### src/rtl/alu_seq_if.sv
// Operand/result handshake bundle for alu_seq: operand side (in_*) and result side (out_*).
// The ovf flag is only present when ALU_OVF_EN is defined.
interface alu_seq_if #(
   parameter int WIDTH = 16
);
   logic             in_valid;
   logic             in_ready;
   logic [WIDTH-1:0] a;
   logic [WIDTH-1:0] b;
   logic             cin;
   logic [2:0]       opcode;
   logic             out_valid;
   logic             out_ready;
   logic [WIDTH-1:0] w;
   logic             zero;
   logic             neg;
   logic             cout;
`ifdef ALU_OVF_EN
   logic             ovf;
`endif

   modport master (
      output in_valid, a, b, cin, opcode, out_ready,
`ifdef ALU_OVF_EN
      input  ovf,
`endif
      input  in_ready, out_valid, w, zero, neg, cout
   );

   modport slave (
      input  in_valid, a, b, cin, opcode, out_ready,
`ifdef ALU_OVF_EN
      output ovf,
`endif
      output in_ready, out_valid, w, zero, neg, cout
   );
endinterface

### src/rtl/alu_seq.sv
// Handshaked sequential ALU: single-cycle add/sub/logic, shift-add MUL, bit-serial SHL.
// Optional signed-overflow flag (ovf) is enabled by defining ALU_OVF_EN.
module alu_seq #(
   parameter int WIDTH = 16
) (
   input  logic      clk,
   input  logic      rst,
   alu_seq_if.slave  bus
);
   localparam int SHW = $clog2(WIDTH);
   localparam int CW  = SHW + 1;

   localparam logic [2:0] OP_ADD = 3'b000;
   localparam logic [2:0] OP_SUB = 3'b001;
   localparam logic [2:0] OP_AND = 3'b010;
   localparam logic [2:0] OP_OR  = 3'b011;
   localparam logic [2:0] OP_XOR = 3'b100;
   localparam logic [2:0] OP_NOT = 3'b101;
   localparam logic [2:0] OP_MUL = 3'b110;
   localparam logic [2:0] OP_SHL = 3'b111;

   typedef enum logic [1:0] {
      S_IDLE = 2'd0,
      S_EXEC = 2'd1,
      S_DONE = 2'd2
   } state_e;

   state_e             state_q, state_d;
   logic [CW-1:0]      cnt_q, cnt_d;
   logic [2:0]         op_q, op_d;
   logic [2*WIDTH-1:0] work_q, work_d;
   logic [2*WIDTH-1:0] acc_q, acc_d;
   logic [WIDTH-1:0]   mplier_q, mplier_d;
   logic [WIDTH-1:0]   w_q, w_d;
   logic               zero_q, zero_d;
   logic               neg_q, neg_d;
   logic               cout_q, cout_d;
   logic [WIDTH:0]     add_s, sub_s;
   logic [WIDTH-1:0]   res_s;
   logic               cout_s;
   logic               load_s;
   logic [SHW-1:0]     amt_s;
`ifdef ALU_OVF_EN
   logic [WIDTH-1:0]   a_orig_q, a_orig_d;
   logic [WIDTH-1:0]   b_orig_q, b_orig_d;
   logic [WIDTH-1:0]   hi_sgn_s;
   logic               ovf_q, ovf_d, ovf_s;
`endif

   // Datapath: operand capture, per-cycle MUL/SHL step, and result/flag update.
   always_comb begin
      add_s    = {1'b0, bus.a} + {1'b0, bus.b} + {{WIDTH{1'b0}}, bus.cin};
      sub_s    = {1'b0, bus.a} - {1'b0, bus.b} - {{WIDTH{1'b0}}, bus.cin};
      amt_s    = bus.b[SHW-1:0];
      work_d   = work_q;
      acc_d    = acc_q;
      mplier_d = mplier_q;
      op_d     = op_q;
      cnt_d    = cnt_q;
      load_s   = 1'b0;
      res_s    = w_q;
      cout_s   = cout_q;
`ifdef ALU_OVF_EN
      a_orig_d = a_orig_q;
      b_orig_d = b_orig_q;
      hi_sgn_s = {WIDTH{1'b0}};
      ovf_s    = ovf_q;
`endif
      case (state_q)
         S_IDLE: begin
            if (bus.in_valid) begin
               op_d     = bus.opcode;
               work_d   = {{WIDTH{1'b0}}, bus.a};
               mplier_d = bus.b;
               acc_d    = {(2*WIDTH){1'b0}};
               cnt_d    = {CW{1'b0}};
               load_s   = 1'b1;
               cout_s   = 1'b0;
`ifdef ALU_OVF_EN
               a_orig_d = bus.a;
               b_orig_d = bus.b;
               ovf_s    = 1'b0;
`endif
               case (bus.opcode)
                  OP_ADD: begin
                     res_s  = add_s[WIDTH-1:0];
                     cout_s = add_s[WIDTH];
`ifdef ALU_OVF_EN
                     ovf_s  = (bus.a[WIDTH-1] == bus.b[WIDTH-1]) && (add_s[WIDTH-1] != bus.a[WIDTH-1]);
`endif
                  end
                  OP_SUB: begin
                     res_s  = sub_s[WIDTH-1:0];
                     cout_s = sub_s[WIDTH];
`ifdef ALU_OVF_EN
                     ovf_s  = (bus.a[WIDTH-1] != bus.b[WIDTH-1]) && (sub_s[WIDTH-1] != bus.a[WIDTH-1]);
`endif
                  end
                  OP_AND:  res_s = bus.a & bus.b;
                  OP_OR:   res_s = bus.a | bus.b;
                  OP_XOR:  res_s = bus.a ^ bus.b;
                  OP_NOT:  res_s = ~bus.a;
                  OP_MUL: begin
                     load_s = 1'b0;
                     cnt_d  = CW'(WIDTH);
                  end
                  OP_SHL: begin
                     if (amt_s == {SHW{1'b0}}) begin
                        res_s = bus.a;
                     end else begin
                        load_s = 1'b0;
                        cnt_d  = {1'b0, amt_s};
                     end
                  end
                  default: res_s = w_q;
               endcase
            end else begin
               load_s = 1'b0;
            end
         end
         S_EXEC: begin
            cnt_d  = cnt_q - CW'(1);
            load_s = (cnt_q == CW'(1));
            work_d = work_q << 1;
            if (op_q == OP_MUL) begin
               // Shift-add: multiplicand doubles while multiplier bits are consumed LSB first.
               acc_d    = acc_q + (mplier_q[0] ? work_q : {(2*WIDTH){1'b0}});
               mplier_d = mplier_q >> 1;
               res_s    = acc_d[WIDTH-1:0];
               cout_s   = |acc_d[2*WIDTH-1:WIDTH];
`ifdef ALU_OVF_EN
               hi_sgn_s = acc_d[2*WIDTH-1:WIDTH]
                        - (a_orig_q[WIDTH-1] ? b_orig_q : {WIDTH{1'b0}})
                        - (b_orig_q[WIDTH-1] ? a_orig_q : {WIDTH{1'b0}});
               ovf_s    = (hi_sgn_s != {WIDTH{acc_d[WIDTH-1]}});
`endif
            end else begin
               // The bit that has just crossed position WIDTH is the last one shifted out.
               res_s  = work_d[WIDTH-1:0];
               cout_s = work_d[WIDTH];
`ifdef ALU_OVF_EN
               ovf_s  = 1'b0;
`endif
            end
         end
         S_DONE:  load_s = 1'b0;
         default: load_s = 1'b0;
      endcase

      if (load_s) begin
         w_d    = res_s;
         zero_d = (res_s == {WIDTH{1'b0}});
         neg_d  = res_s[WIDTH-1];
         cout_d = cout_s;
      end else begin
         w_d    = w_q;
         zero_d = zero_q;
         neg_d  = neg_q;
         cout_d = cout_q;
      end
`ifdef ALU_OVF_EN
      ovf_d = load_s ? ovf_s : ovf_q;
`endif
   end

   // Next-state logic.
   always_comb begin
      state_d = state_q;
      case (state_q)
         S_IDLE: begin
            if (bus.in_valid) begin
               state_d = load_s ? S_DONE : S_EXEC;
            end else begin
               state_d = S_IDLE;
            end
         end
         S_EXEC: begin
            if (cnt_q == CW'(1)) begin
               state_d = S_DONE;
            end else begin
               state_d = S_EXEC;
            end
         end
         S_DONE: begin
            if (bus.out_ready) begin
               state_d = S_IDLE;
            end else begin
               state_d = S_DONE;
            end
         end
         default: state_d = S_IDLE;
      endcase
   end

   // Output decode.
   always_comb begin
      bus.in_ready  = (state_q == S_IDLE);
      bus.out_valid = (state_q == S_DONE);
      bus.w         = w_q;
      bus.zero      = zero_q;
      bus.neg       = neg_q;
      bus.cout      = cout_q;
`ifdef ALU_OVF_EN
      bus.ovf       = ovf_q;
`endif
   end

   // State register.
   always_ff @(posedge clk or posedge rst) begin
      if (rst) begin
         state_q <= S_IDLE;
      end else begin
         state_q <= state_d;
      end
   end

   // Datapath and result registers.
   always_ff @(posedge clk or posedge rst) begin
      if (rst) begin
         cnt_q    <= {CW{1'b0}};
         op_q     <= 3'b000;
         work_q   <= {(2*WIDTH){1'b0}};
         acc_q    <= {(2*WIDTH){1'b0}};
         mplier_q <= {WIDTH{1'b0}};
         w_q      <= {WIDTH{1'b0}};
         zero_q   <= 1'b0;
         neg_q    <= 1'b0;
         cout_q   <= 1'b0;
`ifdef ALU_OVF_EN
         a_orig_q <= {WIDTH{1'b0}};
         b_orig_q <= {WIDTH{1'b0}};
         ovf_q    <= 1'b0;
`endif
      end else begin
         cnt_q    <= cnt_d;
         op_q     <= op_d;
         work_q   <= work_d;
         acc_q    <= acc_d;
         mplier_q <= mplier_d;
         w_q      <= w_d;
         zero_q   <= zero_d;
         neg_q    <= neg_d;
         cout_q   <= cout_d;
`ifdef ALU_OVF_EN
         a_orig_q <= a_orig_d;
         b_orig_q <= b_orig_d;
         ovf_q    <= ovf_d;
`endif
      end
   end
endmodule

### src/flat_wrapper.sv
// flat-port wrapper written by rule: the top's interface ports become plain ports
module alu_seq_flat 
#(
   parameter int WIDTH = 16
)
  (clk, rst, bus_in_valid, bus_a, bus_b, bus_cin, bus_opcode, bus_out_ready, bus_in_ready, bus_out_valid, bus_w, bus_zero, bus_neg, bus_cout);
  alu_seq_if #(.WIDTH(WIDTH)) bus_i ();
  input  logic clk;
  input  logic rst;
  input wire logic [$bits(bus_i.in_valid)-1:0] bus_in_valid;
  input wire logic [$bits(bus_i.a)-1:0] bus_a;
  input wire logic [$bits(bus_i.b)-1:0] bus_b;
  input wire logic [$bits(bus_i.cin)-1:0] bus_cin;
  input wire logic [$bits(bus_i.opcode)-1:0] bus_opcode;
  input wire logic [$bits(bus_i.out_ready)-1:0] bus_out_ready;
  output wire logic [$bits(bus_i.in_ready)-1:0] bus_in_ready;
  output wire logic [$bits(bus_i.out_valid)-1:0] bus_out_valid;
  output wire logic [$bits(bus_i.w)-1:0] bus_w;
  output wire logic [$bits(bus_i.zero)-1:0] bus_zero;
  output wire logic [$bits(bus_i.neg)-1:0] bus_neg;
  output wire logic [$bits(bus_i.cout)-1:0] bus_cout;
  assign bus_i.in_valid = bus_in_valid;
  assign bus_i.a = bus_a;
  assign bus_i.b = bus_b;
  assign bus_i.cin = bus_cin;
  assign bus_i.opcode = bus_opcode;
  assign bus_i.out_ready = bus_out_ready;
  assign bus_in_ready = bus_i.in_ready;
  assign bus_out_valid = bus_i.out_valid;
  assign bus_w = bus_i.w;
  assign bus_zero = bus_i.zero;
  assign bus_neg = bus_i.neg;
  assign bus_cout = bus_i.cout;
  alu_seq #(.WIDTH(WIDTH)) u_core (.clk(clk), .rst(rst), .bus(bus_i));
endmodule
### config.mk
export PLATFORM = sky130hd
export DESIGN_NAME = alu_seq_flat
export DESIGN_NICKNAME = d
export VERILOG_FILES = /design/src/rtl/alu_seq_if.sv /design/src/rtl/alu_seq.sv /design/src/flat_wrapper.sv
export SDC_FILE = /design/constraint.sdc
export NUM_CORES = 1
export LEC_CHECK = 0
export ABC_AREA = 1
export BUFFER_PORTS_ARGS = -buffer_cell sky130_fd_sc_hd__buf_2
export CAP_MARGIN = 20
export CORE_MARGIN = 2
export CORE_UTILIZATION = 65
export CTS_BUF_LIST = sky130_fd_sc_hd__clkbuf_8
export DETAILED_ROUTE_END_ITERATION = 10
export PLACE_DENSITY = 0.84
export SLEW_MARGIN = 15
export SYNTH_ARGS = -nofsm -noshare
export SYNTH_HDL_FRONTEND = slang
export SYNTH_SLANG_ARGS = --single-unit
### constraint.sdc
create_clock -name clk -period 3.9 [get_ports clk]
set_input_delay 0.39 -clock clk [delete_from_list [all_inputs] [get_ports clk]]
set_output_delay 0.39 -clock clk [all_outputs]
set_load 0.02 [all_outputs]
Yosys cells after proc, flatten, opt, wreduce, memory -nomap -nowiden

Index checks and enable logic that the tools add are counted.

$add $sub $neg: 6
Equal/unequal tests: 13
Muxes and demuxes: 31
Bitwise logic cells: 4
Reductions and logical operators: 10

Operators by type and width:

| cell                                           | number |
|---|---|
| two-way mux 32 bit                             | 4 |
| case mux 32 bit (2 select lines)               | 2 |
| case mux 16 bit (7 select lines)               | 1 |
| two-way mux 16 bit                             | 5 |
| case mux 16 bit (2 select lines)               | 2 |
| adder 32 bit                                   | 1 |
| case mux 5 bit (2 select lines)                | 2 |
| adder 16 x 16 -> 17 bit                        | 1 |
| adder 17 x 1 -> 17 bit                         | 1 |
| subtractor 16 x 16 -> 17 bit                   | 1 |
| subtractor 17 x 1 -> 17 bit                    | 1 |
| AND 16 bit                                     | 1 |
| zero test 16 bit                               | 1 |
| NOT 16 bit                                     | 1 |
| bitwise OR 16 bit                              | 1 |
| OR reduction 16 bit                            | 1 |
| bitwise XOR 16 bit                             | 1 |
| == test 3 bit (second input constant)          | 5 |
| two-way mux 2 bit                              | 4 |
| case mux 1 bit (2 select lines)                | 4 |
| == test 3 x 2 -> 1 bit (second input constant) | 2 |
| case mux 2 bit (3 select lines)                | 1 |
| AND reduction 3 bit                            | 2 |
| == test 5 x 1 -> 1 bit (second input constant) | 1 |
| 14 further kinds                               | 18 |

Bits in registers: 109
Bits of input ports: 40
Output and inout port bits: 21
Logic and storage cells: 74

Depth between registers and ports, before layout

Depth after elaboration: 8
Depth in mapped cells: 22

Worst setup path before layout

No wires, ideal clock.

Path kind: register to register
Start: register u_core.mplier_q[0]
End: register u_core.zero_q, in the netlist u_core.bus.zero
Library setup time: 0.065 ns
Arrival: 2.552 ns
Path slack: 1.283 ns
Stages on the path, launching flop included: 19
Buffers on the path: 2
Cell sequence: dfrtp_1 clkbuf_1 clkbuf_1 nand2_1 inv_1 ha_1 fa_1 nand3_1 nand3_1 or2_2 nand3_1 o21ai_0 inv_1 nand3_1 nor2_1 nand2_1 nor2_1 nand4_1 nand2_1

Cells in the longest elaborated chain, start to end: 5

Ends and longest elaborated chain:

| what                             | RTL line       | source |
|---|---|---|
| start, declared                  | alu_seq.sv:33  | `logic [WIDTH-1:0] mplier_q, mplier_d;` |
| start signal, assigned           | alu_seq.sv:224 | `mplier_q <= {WIDTH{1'b0}};` |
| start signal, assigned           | alu_seq.sv:239 | `mplier_q <= mplier_d;` |
| two-way mux 32 bit               | alu_seq.sv:127 | `acc_d = acc_q + (mplier_q[0] ? work_q : {(2*WIDTH){1'b0}});` |
| adder 32 bit                     | alu_seq.sv:127 |  |
| two-way mux 16 bit               | alu_seq.sv:125 | `if (op_q == OP_MUL) begin` |
| case mux 16 bit (2 select lines) | alu_seq.sv:69  | `case (state_q)` |
| zero test 16 bit                 | alu_seq.sv:152 | `zero_d = (res_s == {WIDTH{1'b0}});` |
| end signal, assigned             | alu_seq.sv:241 | `zero_q <= zero_d;` |
| end, declared                    | alu_seq.sv:35  | `logic zero_q, zero_d;` |

Every way passes these cells.
A chain may end at the register's enable or synchronous reset.

Final worst setup path

Start: register u_core.state_q[1]
End: register u_core.work_q[9]

Cells in the longest elaborated chain, start to end: 3

Ends and longest elaborated chain:

| what                                                                         | RTL line       | source |
|---|---|---|
| start, declared                                                              | alu_seq.sv:28  | `state_e state_q, state_d;` |
| start signal, assigned                                                       | alu_seq.sv:213 | `state_q <= state_d;` |
| == test 2 x 1 -> 1 bit or zero test 2 bit (tied branches)                    | alu_seq.sv:69  |  |
| nonzero test 2 bit (no source line) or inequality test 2 bit (tied branches) | n/a            |  |
| AND reduction 2 bit (no source line)                                         | n/a            |  |
| end signal, assigned                                                         | alu_seq.sv:222 | `work_q <= {(2*WIDTH){1'b0}};` |
| end signal, assigned                                                         | alu_seq.sv:237 | `work_q <= work_d;` |
| end, declared                                                                | alu_seq.sv:31  | `logic [2*WIDTH-1:0] work_q, work_d;` |

Parallel ways exist; a longest one is shown, timed or not.

==> results_tabular.tex <==
\begin{tabular}{lr}
\hline
Metric & Value \\
\hline
\multicolumn{2}{l}{\textbf{Timing}} \\
Relative slew slack & 0.351 \\
Final number of max-transition violations & 0 \\
Hold Vio Cnt, Final & 0 \\
Clock Skew & 0.0198 ns \\
Slew at the pin closest to its max-slew limit & 0.974 ns \\
Post-route setup TNS & 0 ns \\
Unrepaired setup endpoints after global routing & no \\
Final count of negative-setup-slack endpoints & 0 \\
Top achievable clock speed & 310 MHz \\
Period Utilization, post-route & 0.828 \\
Final min period & 3.23 ns \\
\multicolumn{2}{l}{\textbf{Logic synthesis}} \\
Main combinational cell family by area after synthesis & simple AND/OR/NAND/NOR gates \\
Avg Synthesized Cell Area & 6.01 µm² \\
Net count after synthesis & 2029 \\
Synth Cell Area & 11400 µm² \\
Count of different cell masters after synthesis & 48 \\
Post-synthesis register bit count & 108 \\
Area share of xor/xnor cells in the synthesized design & 0.00463 \\
Multiplexer fraction of the synthesized cell area & 0.000992 \\
Number of cells produced by synthesis & 1889 \\
Post-synthesis adder-cell area fraction & 0.114 \\
EDFF count, synth & 0 \\
Main synth FF type & sky130\_fd\_sc\_hd\_\_dfrtp\_1 \\
Post-synthesis sequential area ratio & 0.238 \\
Total number of yosys warnings & 0 \\
Proportion of synthesized flip-flops having asynchronous set or reset & 1.00 \\
Area share of and/or/nand/nor cells after synthesis & 0.391 \\
Synth Area in Compound Gates & 0.110 \\
\multicolumn{2}{l}{\textbf{Worst setup path}} \\
Data required time of the worst path & 4.15 ns \\
R2R Setup Slk & 0.67 ns \\
Endpoint of the lowest-slack register-to-register path & u\_core.work\_q[9]\$\_DFFE\_PP0P\_ \\
Category of the most critical setup path & reg2reg \\
Sort of element at the end of the critical path & flop \\
Launch instance of the worst register-to-register path & u\_core.state\_q[1]\$\_DFF\_PP0\_ \\
Number of cells on the worst reg-to-reg path & 7 \\
Crit path arrival time & 3.48 ns \\
Max FO, Critical Path & 42 \\
Crit path launch type & flop \\
\multicolumn{2}{l}{\textbf{Final layout}} \\
Post-Layout Cell Count & 2154 \\
Total area of multi-input combinational cells & 7040 µm² \\
Fin nets & 2064 \\
Fraction of final layout cells with drive strength greater than 1 & 0.0689 \\
Area Growth Syn to Fin & 5.48\% \\
Combined flip-flop and latch cell area & 2700 µm² \\
Count of inserted antenna diode cells & 0 \\
Number of fillers in the final layout & 1575 \\
\multicolumn{2}{l}{\textbf{Clock network}} \\
Depth of the CTS H-tree & 3 \\
Clock Pin Slew Worst Setup and Hold Paths & 0.12 ns \\
Number of cells upsized or downsized after cts & 0 \\
Total clock buffers created by CTS & 9 \\
Clock root buffer & sky130\_fd\_sc\_hd\_\_clkbuf\_8 \\
Clock Tree Buf Depth & 2 \\
Sinks on Clock Net & 108 \\
Setup fix buffers added after clock tree synthesis & 0 \\
Later-pin clock latency in the skew report & 0.40 ns \\
Hold buffer count at cts & 0 \\
Clock tree from TritonCTS & done \\
\multicolumn{2}{l}{\textbf{Routing}} \\
Remaining antenna violation count & 0 \\
Initial DRC count & 1206 \\
Via count & 12.2k \\
Final routed DRC violation total & 0 \\
Wire length per cell & 17.1 µm \\
First-pass iteration count of the detailed router & 6 \\
Via-to-Cell Ratio & 5.64 \\
Final wirelength & 36800 µm \\
\multicolumn{2}{l}{\textbf{Global routing}} \\
Number of global-route vias before repair & 11.4k \\
Global-route total usage across every layer & 0.406 \\
Number of antenna violations at the first check in global routing & 0 \\
Global-route wire length before repair & 58000 µm \\
Gr ovfl total & 0 \\
Largest net degree at the start of global routing & 79 \\
\multicolumn{2}{l}{\textbf{Place}} \\
Number of instances in the placed design & 2137 \\
Routability Congestion & 1.01 \\
Hpwl dp & 28700 µm \\
Port-buffer cells & 60 \\
\multicolumn{2}{l}{\textbf{Floorplan}} \\
I/O pin cnt & 61 \\
Core Area & 17200 µm² \\
Effective utilization at floorplan & 0.661 \\
Die boundary width & 136 µm \\
Site Rows & 48 \\
Die span in y & 136 µm \\
Overall die area & 18500 µm² \\
\multicolumn{2}{l}{\textbf{Flow run}} \\
Number of maximum-capacitance violations & 0 \\
\multicolumn{2}{l}{\textbf{Power}} \\
Largest vdd supply drop & 0.380 mV \\
Leakage dissipation & 0.00705 µW \\
Total power density per cell area & 461 nW/µm² \\
\multicolumn{2}{l}{\textbf{Worst hold path}} \\
HP Class & in2async \\
\multicolumn{2}{l}{\textbf{Outcome}} \\
Status & complete, no violations \\
\hline
\end{tabular}
## critical path, stage by stage, from the launching register on
cell	delay [ns]
sky130_fd_sc_hd__dfrtp_1	0.88
sky130_fd_sc_hd__inv_2	0.29
sky130_fd_sc_hd__nand2_2	0.23
sky130_fd_sc_hd__clkinv_1	0.40
sky130_fd_sc_hd__nor2_4	0.47
sky130_fd_sc_hd__inv_2	0.40
sky130_fd_sc_hd__o211ai_1	0.25
sky130_fd_sc_hd__o21ai_0	0.12
## flip-flops by register name, indices dropped and copies added (netlist names)
| name | count |
|---|---|
| u_core.op_q | 3 |
| u_core.bus.zero | 1 |
| u_core.cnt_q | 5 |
| u_core.state_q | 2 |
| u_core.bus.w | 16 |
| u_core.acc_q | 32 |
| u_core.bus.cout | 1 |
| u_core.mplier_q | 16 |
| u_core.work_q | 32 |
## layer usage
layer  up-vias  wire, µm  track usage
met3       128      2820       0.0690
met5         -         0            0
met1      5552     14000        0.481
met4         0      2330        0.237
met2       498     17700        0.693
li1       5980         -            -
## kinds of logic (layout without fill, tap and decap cells)
group / count (synthesis) / after routing
mux: 1 / 1
simple gates: 1054 / 1054
flops: 108 / 108
xor+xnor: 6 / 6
buf+inv: 405 / 445
compound gates: 215 / 215
fa+ha+maj: 100 / 100
## worst max-delay path by stage
stage / start / endpoint / cells after the start
2_1_floorplan: rst / u_core.acc_q[0]$_DFFE_PP0P_ / 1
3_3_place_gp: u_core.mplier_q[0]$_DFFE_PP0P_ / u_core.bus.cout$_DFFE_PP0P_ / 19
3_5_place_dp: u_core.mplier_q[0]$_DFFE_PP0P_ / u_core.bus.cout$_DFFE_PP0P_ / 17
4_1_cts: u_core.mplier_q[0]$_DFFE_PP0P_ / u_core.bus.cout$_DFFE_PP0P_ / 17
5_1_grt: u_core.mplier_q[0]$_DFFE_PP0P_ / u_core.bus.cout$_DFFE_PP0P_ / 20
6_report: u_core.state_q[1]$_DFF_PP0_ / u_core.work_q[9]$_DFFE_PP0P_ / 7
## per-stage QoR
stage	setup WS, ns	cell area, µm²	utilization	total power, µW	hold slack, ns
final	0.671	12000	0.697	5530	0.174
after global routing	0.483	12000	0.697	5940	0.256
after CTS	0.499	12000	0.696	5430	0.222
after detailed placement	0.532	11800	0.685	4710	0.474
after global placement	0.583	11800	0.685	4640	0.472
after floorplan	0.664	11400	-	3910	0.453
## cells in the mapped netlist (3+ instances only)
master                     number  area (µm²)
sky130_fd_sc_hd__buf_6          7        78.8
sky130_fd_sc_hd__nor2_1       138         518
sky130_fd_sc_hd__buf_1          3        11.3
sky130_fd_sc_hd__nand4_1       13        81.3
sky130_fd_sc_hd__o221ai_1      10        87.6
sky130_fd_sc_hd__fa_1           5         100
sky130_fd_sc_hd__o211ai_1      22         165
sky130_fd_sc_hd__o21ai_0       56         280
sky130_fd_sc_hd__a31oi_1       15        93.8
sky130_fd_sc_hd__inv_2         11        41.3
sky130_fd_sc_hd__nor3_1        14        70.1
sky130_fd_sc_hd__o21bai_1       4        30.0
sky130_fd_sc_hd__and2_1         7        43.8
sky130_fd_sc_hd__nor2_4         5        56.3
sky130_fd_sc_hd__or2_2          3        18.8
sky130_fd_sc_hd__inv_1        342        1280
sky130_fd_sc_hd__nand3_1      168         841
sky130_fd_sc_hd__buf_4          3        22.5
sky130_fd_sc_hd__xor2_1         4        35.0
sky130_fd_sc_hd__a21oi_1       73         365
sky130_fd_sc_hd__buf_2         14        70.1
sky130_fd_sc_hd__o22ai_1       18         113
sky130_fd_sc_hd__nand2_2        6        37.5
sky130_fd_sc_hd__nand2_1      671        2520
sky130_fd_sc_hd__o21ai_1        8        40.0
sky130_fd_sc_hd__nand3b_1      14         105
sky130_fd_sc_hd__a21oi_2        4        35.0
sky130_fd_sc_hd__dfrtp_1      108        2700
sky130_fd_sc_hd__ha_1          95        1190
sky130_fd_sc_hd__nand3_2        3        30.0
sky130_fd_sc_hd__clkbuf_1      21        78.8
## cell usage in the layout (no fill, tap or decap), drive strengths merged, types with 4 or more instances in the layout
cell type  count
a21oi         77
a31oi         15
and2           7
buf           72
clkbuf         9
clkinv         5
dfrtp        108
fa             5
ha            95
inv          358
nand2        678
nand3        173
nand3b        14
nand4         13
nor2         145
nor3          17
o211ai        22
o21ai         64
o21bai         4
o221ai        10
o22ai         18
or2            5
xor2           4
## report_power, final
group          total, µW  switching (µW)  internal (µW)  leakage, µW
sequential          1760             316           1440      0.00140
combinational       3050            2090            961      0.00556
clock                714             461            254    0.0000979
total               5530            2870           2660      0.00705
## layout make-up
type | count | area share
Sequential cell | 108 | 0.226
Clock buffer | 9 | 0.0103
Timing Repair Buffer | 72 | 0.0332
Multi-Input combinational cell | 1376 | 0.588
Inverter | 357 | 0.113
Clock inverter | 7 | 0.00648
Tap cell | 225 | 0.0235
Power figures use the tool's default switching activity.
